**config.mk**
```make
export PLATFORM = sky130hd
export DESIGN_NAME = dsi_pkt_sink
export DESIGN_NICKNAME = d
export VERILOG_FILES = /design/src/rtl/dsi_pkt_sink.sv
export SDC_FILE = /design/constraint.sdc
export NUM_CORES = 1
export LEC_CHECK = 0
export CORE_MARGIN = 2
export CORE_UTILIZATION = 58
export DETAILED_ROUTE_END_ITERATION = 16
export DONT_BUFFER_PORTS = 1
export PLACE_DENSITY_LB_ADDON = 0.3
export SETUP_SLACK_MARGIN = 0.5
export SLEW_MARGIN = 20
export SYNTH_ARGS = -nofsm -noshare
export SYNTH_HDL_FRONTEND = slang
export SYNTH_SLANG_ARGS = --single-unit
```
**constraint.sdc**
```tcl
create_clock -name clk_i -period 4.8 [get_ports clk_i]
set_input_delay 0.72 -clock clk_i [delete_from_list [all_inputs] [get_ports clk_i]]
set_output_delay 0.72 -clock clk_i [all_outputs]
set_load 0.01 [all_outputs]
```
**src/rtl/dsi_pkt_sink.sv**
```systemverilog
`timescale 1ns/1ps
// rtl/dsi_pkt_sink.sv - packet-request responder: paces dreq, rebuilds video timing, measures frame geometry
module dsi_pkt_sink #(
  parameter int g_pixels_per_clock = 1,
  parameter int g_hdr_gap          = 2
) (
  input  logic                            clk_i,
  input  logic                            rst_n_i,
  input  logic                            p_req_i,
  input  logic                            p_islong_i,
  input  logic [5:0]                      p_type_i,
  input  logic [15:0]                     p_wcount_i,
  input  logic [15:0]                     p_command_i,
  input  logic [24*g_pixels_per_clock-1:0] p_payload_i,
  input  logic                            p_last_i,
  output logic                            p_dreq_o,
  output logic                            vid_vsync_o,
  output logic                            vid_hsync_o,
  output logic                            vid_de_o,
  output logic [24*g_pixels_per_clock-1:0] vid_pixels_o,
  output logic                            frame_done_o,
  input  logic [3:0]                      host_a_i,
  input  logic [7:0]                      host_d_i,
  output logic [7:0]                      host_d_o,
  input  logic                            host_wr_i
);
  // Packet data types emitted by the timing generator
  localparam logic [5:0]  PTYPE_VSYNC_START = 6'h01;
  localparam logic [5:0]  PTYPE_HSYNC_START = 6'h21;
  localparam logic [5:0]  PTYPE_BLANKING    = 6'h19;
  localparam logic [5:0]  PTYPE_RGB24       = 6'h3E;
  localparam logic [15:0] BEAT_BYTES        = 16'(3 * g_pixels_per_clock);
  localparam logic [7:0]  GAP_LAST          = 8'((g_hdr_gap > 0) ? g_hdr_gap - 1 : 0);

  typedef enum logic [2:0] {
    ST_IDLE, ST_HDR_REQ, ST_HDR_CAP, ST_PAYLOAD, ST_TAIL, ST_GAP, ST_DONE
  } state_t;

  state_t r_state, w_next, w_post, w_after_pkt;
  logic   w_dreq, w_abort, w_cap, w_last_now, w_clr;
  logic   w_is_vs, w_is_hs, w_is_bl, w_is_rgb, w_known, w_wc_rem;
  logic [4:0] w_new_err;
  logic   w_unused_host_d;

  logic [15:0] r_bytes;
  logic [11:0] r_wcount;
  logic        r_rgb, r_last, r_take;
  logic [7:0]  r_gap;
  logic [11:0] r_line_cnt, r_meas_v, r_meas_h;
  logic [4:0]  r_err;
  logic [7:0]  r_frames;
  logic        r_vsync, r_hsync, r_de, r_frame_done;
  logic [24*g_pixels_per_clock-1:0] r_pix;
  logic [7:0]  r_host_d;

  assign w_unused_host_d = &host_d_i;   // write data is don't-care: any write to addr 3 clears

  assign w_abort    = !p_req_i && (r_state != ST_IDLE) && (r_state != ST_DONE);
  assign w_cap      = (r_state == ST_HDR_CAP) && !w_abort;
  assign w_is_vs    = (p_type_i == PTYPE_VSYNC_START);
  assign w_is_hs    = (p_type_i == PTYPE_HSYNC_START);
  assign w_is_bl    = (p_type_i == PTYPE_BLANKING);
  assign w_is_rgb   = (p_type_i == PTYPE_RGB24);
  assign w_known    = w_is_vs | w_is_hs | w_is_bl | w_is_rgb;
  assign w_wc_rem   = (p_wcount_i % BEAT_BYTES) != 16'd0;
  assign w_new_err  = {w_cap && (p_command_i != 16'd0),
                       w_abort,
                       w_cap && (((w_is_vs || w_is_hs) && p_islong_i) || (w_is_rgb && !p_islong_i)),
                       w_cap && p_islong_i && w_wc_rem,
                       w_cap && !w_known};
  assign w_clr      = host_wr_i && (host_a_i == 4'd3);

  // Header's last flag is only live on the capture cycle; afterwards use the latched copy
  assign w_last_now  = (r_state == ST_HDR_CAP) ? p_last_i : r_last;
  assign w_post      = w_last_now ? ST_DONE : (p_req_i ? ST_HDR_REQ : ST_IDLE);
  // A zero gap skips ST_GAP entirely so headers can come every second cycle
  assign w_after_pkt = (g_hdr_gap > 0) ? ST_GAP : w_post;

  // State register
  always_ff @(posedge clk_i) begin
    if (!rst_n_i) r_state <= ST_IDLE;
    else          r_state <= w_next;
  end

  // Next-state and dreq pacing; a dropped request overrides everything
  always_comb begin
    w_next = r_state;
    w_dreq = 1'b0;
    case (r_state)
      ST_IDLE:    if (p_req_i) w_next = ST_HDR_REQ;
      ST_HDR_REQ: begin
        w_dreq = 1'b1;
        w_next = ST_HDR_CAP;
      end
      ST_HDR_CAP: w_next = (p_islong_i && (p_wcount_i != 16'd0)) ? ST_PAYLOAD : w_after_pkt;
      ST_PAYLOAD: begin
        w_dreq = 1'b1;
        if (r_bytes <= BEAT_BYTES) w_next = ST_TAIL;
      end
      ST_TAIL:    w_next = w_after_pkt;
      ST_GAP:     if (r_gap == GAP_LAST) w_next = w_post;
      ST_DONE:    if (!p_req_i) w_next = ST_IDLE;
      default:    w_next = ST_IDLE;
    endcase
    if (w_abort) begin
      w_next = ST_IDLE;
      w_dreq = 1'b0;
    end
  end

  // Header latch, byte countdown, video rebuild, measurements and sticky errors
  always_ff @(posedge clk_i) begin
    if (!rst_n_i) begin
      r_bytes <= '0; r_wcount <= '0; r_rgb <= 1'b0; r_last <= 1'b0; r_take <= 1'b0;
      r_gap <= '0; r_line_cnt <= '0; r_meas_v <= '0; r_meas_h <= '0; r_err <= '0;
      r_frames <= '0; r_vsync <= 1'b0; r_hsync <= 1'b0; r_de <= 1'b0; r_pix <= '0;
      r_frame_done <= 1'b0;
    end else begin
      // beat requested this cycle arrives next cycle and is shown the cycle after
      r_take  <= (r_state == ST_PAYLOAD) && !w_abort;
      r_de    <= r_take && r_rgb;
      r_pix   <= (r_take && r_rgb) ? p_payload_i : '0;
      r_vsync <= w_cap && w_is_vs;
      r_hsync <= w_cap && w_is_hs;
      r_gap   <= (r_state == ST_GAP) ? r_gap + 8'd1 : 8'd0;
      if (w_cap) begin
        r_bytes  <= p_wcount_i;
        r_wcount <= p_wcount_i[11:0];
        r_rgb    <= w_is_rgb && p_islong_i;
        r_last   <= p_last_i;
      end else if (r_state == ST_PAYLOAD) begin
        r_bytes  <= (r_bytes > BEAT_BYTES) ? r_bytes - BEAT_BYTES : 16'd0;
      end
      if (w_cap && w_is_vs) begin
        r_meas_v   <= r_line_cnt;
        r_line_cnt <= '0;
      end else if (w_cap && w_is_hs && (r_line_cnt != 12'hFFF)) begin
        r_line_cnt <= r_line_cnt + 12'd1;
      end
      if ((r_state == ST_TAIL) && r_rgb && !w_abort) r_meas_h <= r_wcount;
      r_frame_done <= (w_next == ST_DONE) && (r_state != ST_DONE);
      if ((w_next == ST_DONE) && (r_state != ST_DONE)) r_frames <= r_frames + 8'd1;
      r_err <= (w_clr ? 5'd0 : r_err) | w_new_err;
    end
  end

  // Registered host read port
  always_ff @(posedge clk_i) begin
    if (!rst_n_i) begin
      r_host_d <= '0;
    end else begin
      case (host_a_i)
        4'd0:    r_host_d <= r_meas_h[7:0];
        4'd1:    r_host_d <= {r_meas_h[11:8], r_meas_v[11:8]};
        4'd2:    r_host_d <= r_meas_v[7:0];
        4'd3:    r_host_d <= {3'b000, r_err};
        4'd4:    r_host_d <= r_frames;
        default: r_host_d <= 8'd0;
      endcase
    end
  end

  assign p_dreq_o     = w_dreq;
  assign vid_vsync_o  = r_vsync;
  assign vid_hsync_o  = r_hsync;
  assign vid_de_o     = r_de;
  assign vid_pixels_o = r_pix;
  assign frame_done_o = r_frame_done;
  assign host_d_o     = r_host_d;
endmodule
```
==> out/qor.csv <==
metric,value,unit
die_w,110,µm
antenna_found_initial,0,
ant_nets,0,
hpwl,10900,µm
startpoint_type,primary input,
num_rows,38,
worstSetupPathType,in -> reg,
clk_pin_slew,0.06,ns
dp_worst_setup_slack,-0.0624,ns
cts_tree,done,
syn_to_final_growth,15.5,%
insertedDiodeCount,0,
p_leak,2.76,nW
min_period_over_period,87.6,%
setup_slack,0.597,ns
tightest_slew,0.886,ns
clk_latency,0.52,ns
internal_power,2.16,mW
via_per_inst,6.23,
yosys_register_bits,127,
placed_area,6700,µm²
core_area,10900,µm²
slew_headroom,40.6,%
ctsHoldBuffers,0,
fin_worst_skew,0.00631,ns
finalHoldWorstSlack,0.313,ns
fmax,0.238,GHz
wirelength,15500,µm
globalplace.congestion,0.930,
critPathArrivalTime,4.67,ns
grt_pass1_vias,5416,
synth.cell_area,6480,µm²
power.net_switching,0.779,mW
hold_start,p_payload_i[17],
r2r-start,r_bytes[10],
grt_pass1_wl,25500,µm
cp.required,5.26,ns
cpPeakStageDelay,0.35,ns
die_h,110,µm
setup_viol,0,
startpoint,p_wcount_i[13],
p_per_area,392,nW/µm²
track_usage,26.9,%
cts-root-buf,clkbuf_8,
ios,117,
fin_crit,4.20,ns
cts_sinks,127,
cts_max_path_buffers,2,
maxSlewViolCount,0,
yosysWarnings,0,
drc,0,
grt_start_max_net_pins,67,
synth_cell_types,83,
synth_edf_count,0,
finalHoldViolCount,0,
htreeDepth,4,
mostFrequentLayoutCells,"dfxtp_1, nand2_1, nor2_1",
start_util,59.5,%
end_kind,flop,
final_nets,853,
synth_cells,763,
combPwrFrac,16.2,%
synth_ff_type,dfxtp_1,
async_flop_share,0,%
maxCapViolations,0,
status,finished clean,
nFillCells,872,
syn-num-nets,850,
regArea,2540,µm²
min_path_type,in -> reg,
final_util,68.8,%
swShare,26.5,%
numCtsBuffers,17,
synth_seq_area_share,39.2,%
grt_remaining_overflow,0,
cp_max_fo,13,
peakVddDrop,0.319,mV
clkPwrFrac,46.2,%
drtIter0Drc,603,
met3WireLength,891,µm
dr.pass1.iters,6,
avgSynthCellArea,8.50,µm²
rsz0062_at_grt,true,
layout_commonest_cell,dfxtp_1,
met2_length,7910,µm
wl_met1,6500,µm
highest_layer,met4,
p_seq_share,37.6,%
crit_chain,and4b_2 -> a221oi_2 -> a21oi_2 -> or2_4 -> buf_12 -> a21oi_1 -> o31ai_4 -> a21oi_4 -> nor2_1 -> a311oi_4 -> nand2_2 -> inv_4 -> ha_4 -> nor2_4 -> o211ai_1 -> o21ai_1 -> ha_2 -> and3_1 -> nand4_1 -> or3b_1 -> a32oi_1 -> a22o_1,
p_total,2.94,mW
slowest_stage,or3b_1,
num_vias,5722,
layout-drive-gt1-share,13.2,%
multi_input_area,3880,µm²
finalInstanceArea,7490,µm²
die_area,12000,µm²
io_buffers,0,
wire_per_inst,16.9,µm
[state kept, by name (all words and copies together) (netlist names), 3 cells and up]
name / flops
vid_pixels_o: 24
r_bytes: 16
r_line_cnt: 12
r_meas_h: 12
r_meas_v: 12
r_wcount: 12
host_d_o: 8
r_frames: 8
r_gap: 8
r_err: 5
r_state: 3
[layout make-up]
cell class | instances | area share [%]
Clock buffer | 18 | 5.71
Clock inverter | 14 | 2.74
Inverter | 17 | 0.886
Multi-Input combinational cell | 582 | 51.8
Sequential cell | 127 | 34.0
Tap cell | 140 | 2.34
Timing Repair Buffer | 21 | 2.54
[critical path, delay by kind of cell]
family	cells	cell delay, ns
buffers and inverters	2	0.23
and+or+nand+nor	8	1.42
adders and majority gates	2	0.36
AOI/OAI and AO/OA	10	1.92
[path summary, 6_finish.rpt]
path                                          to  slack (ns)  cells past startpoint
worst max-delay path                    r_err[1]        0.60                     22
worst min-delay path            vid_pixels_o[17]        0.31                      1
worst max register to register       r_frames[5]        1.16                     12
worst min register to register       r_wcount[5]        0.46                      2
[cell usage after synthesis, types with 18 or more instances]
cell | instances | share of area [%]
nand2_1 | 78 | 4.5
xor2_1 | 18 | 2.4
nor2b_1 | 30 | 2.9
a21oi_1 | 28 | 2.2
nor2_1 | 56 | 3.2
and2_1 | 42 | 4.1
nor3_1 | 20 | 1.5
clkbuf_1 | 28 | 1.6
dfxtp_1 | 127 | 39
o21ai_0 | 38 | 2.9
a21boi_0 | 22 | 2.5
nand3_1 | 22 | 1.7
[power groups by stage]
stage	sequential (mW)	combinational, mW	clock, mW
finish	1.11	0.476	1.36
global route	1.11	0.522	1.42
CTS	1.10	0.432	1.36
detailed placement	1.13	0.424	0
global placement	1.12	0.408	0
floorplan	1.11	0.358	0
[timing repair]
action,in CTS,in global routing
gates resized for setup,2,15
pin swaps,0,17
setup buffers,0,7
endpoints found under the setup margin,1,1
[cell families after synthesis]
group	count (synthesis)	share of synthesized area [%]
buf+inv	54	3.45
xor+xnor	30	4.05
fa+ha+maj	7	1.35
flops	127	39.2
compound gates	199	22.4
mux	14	2.16
simple gates	332	27.3
[layer usage]
| layer | vias to the layer above | track usage (%) |
|---|---|---|
| met2 | 215 | 47.0 |
| met4 | 0 | 9.67 |
| li1 | 2784 | - |
| met5 | - | 0 |
| met1 | 2700 | 32.0 |
| met3 | 23 | 6.46 |
[stage by stage]
step,setup TNS (ns),std cells
after floorplan,0,763
after global placement,0,880
after detailed placement,-0.0624,880
after CTS,0,912
after global routing,0,919
final,0,919
(Power assumes the default switching activity.)
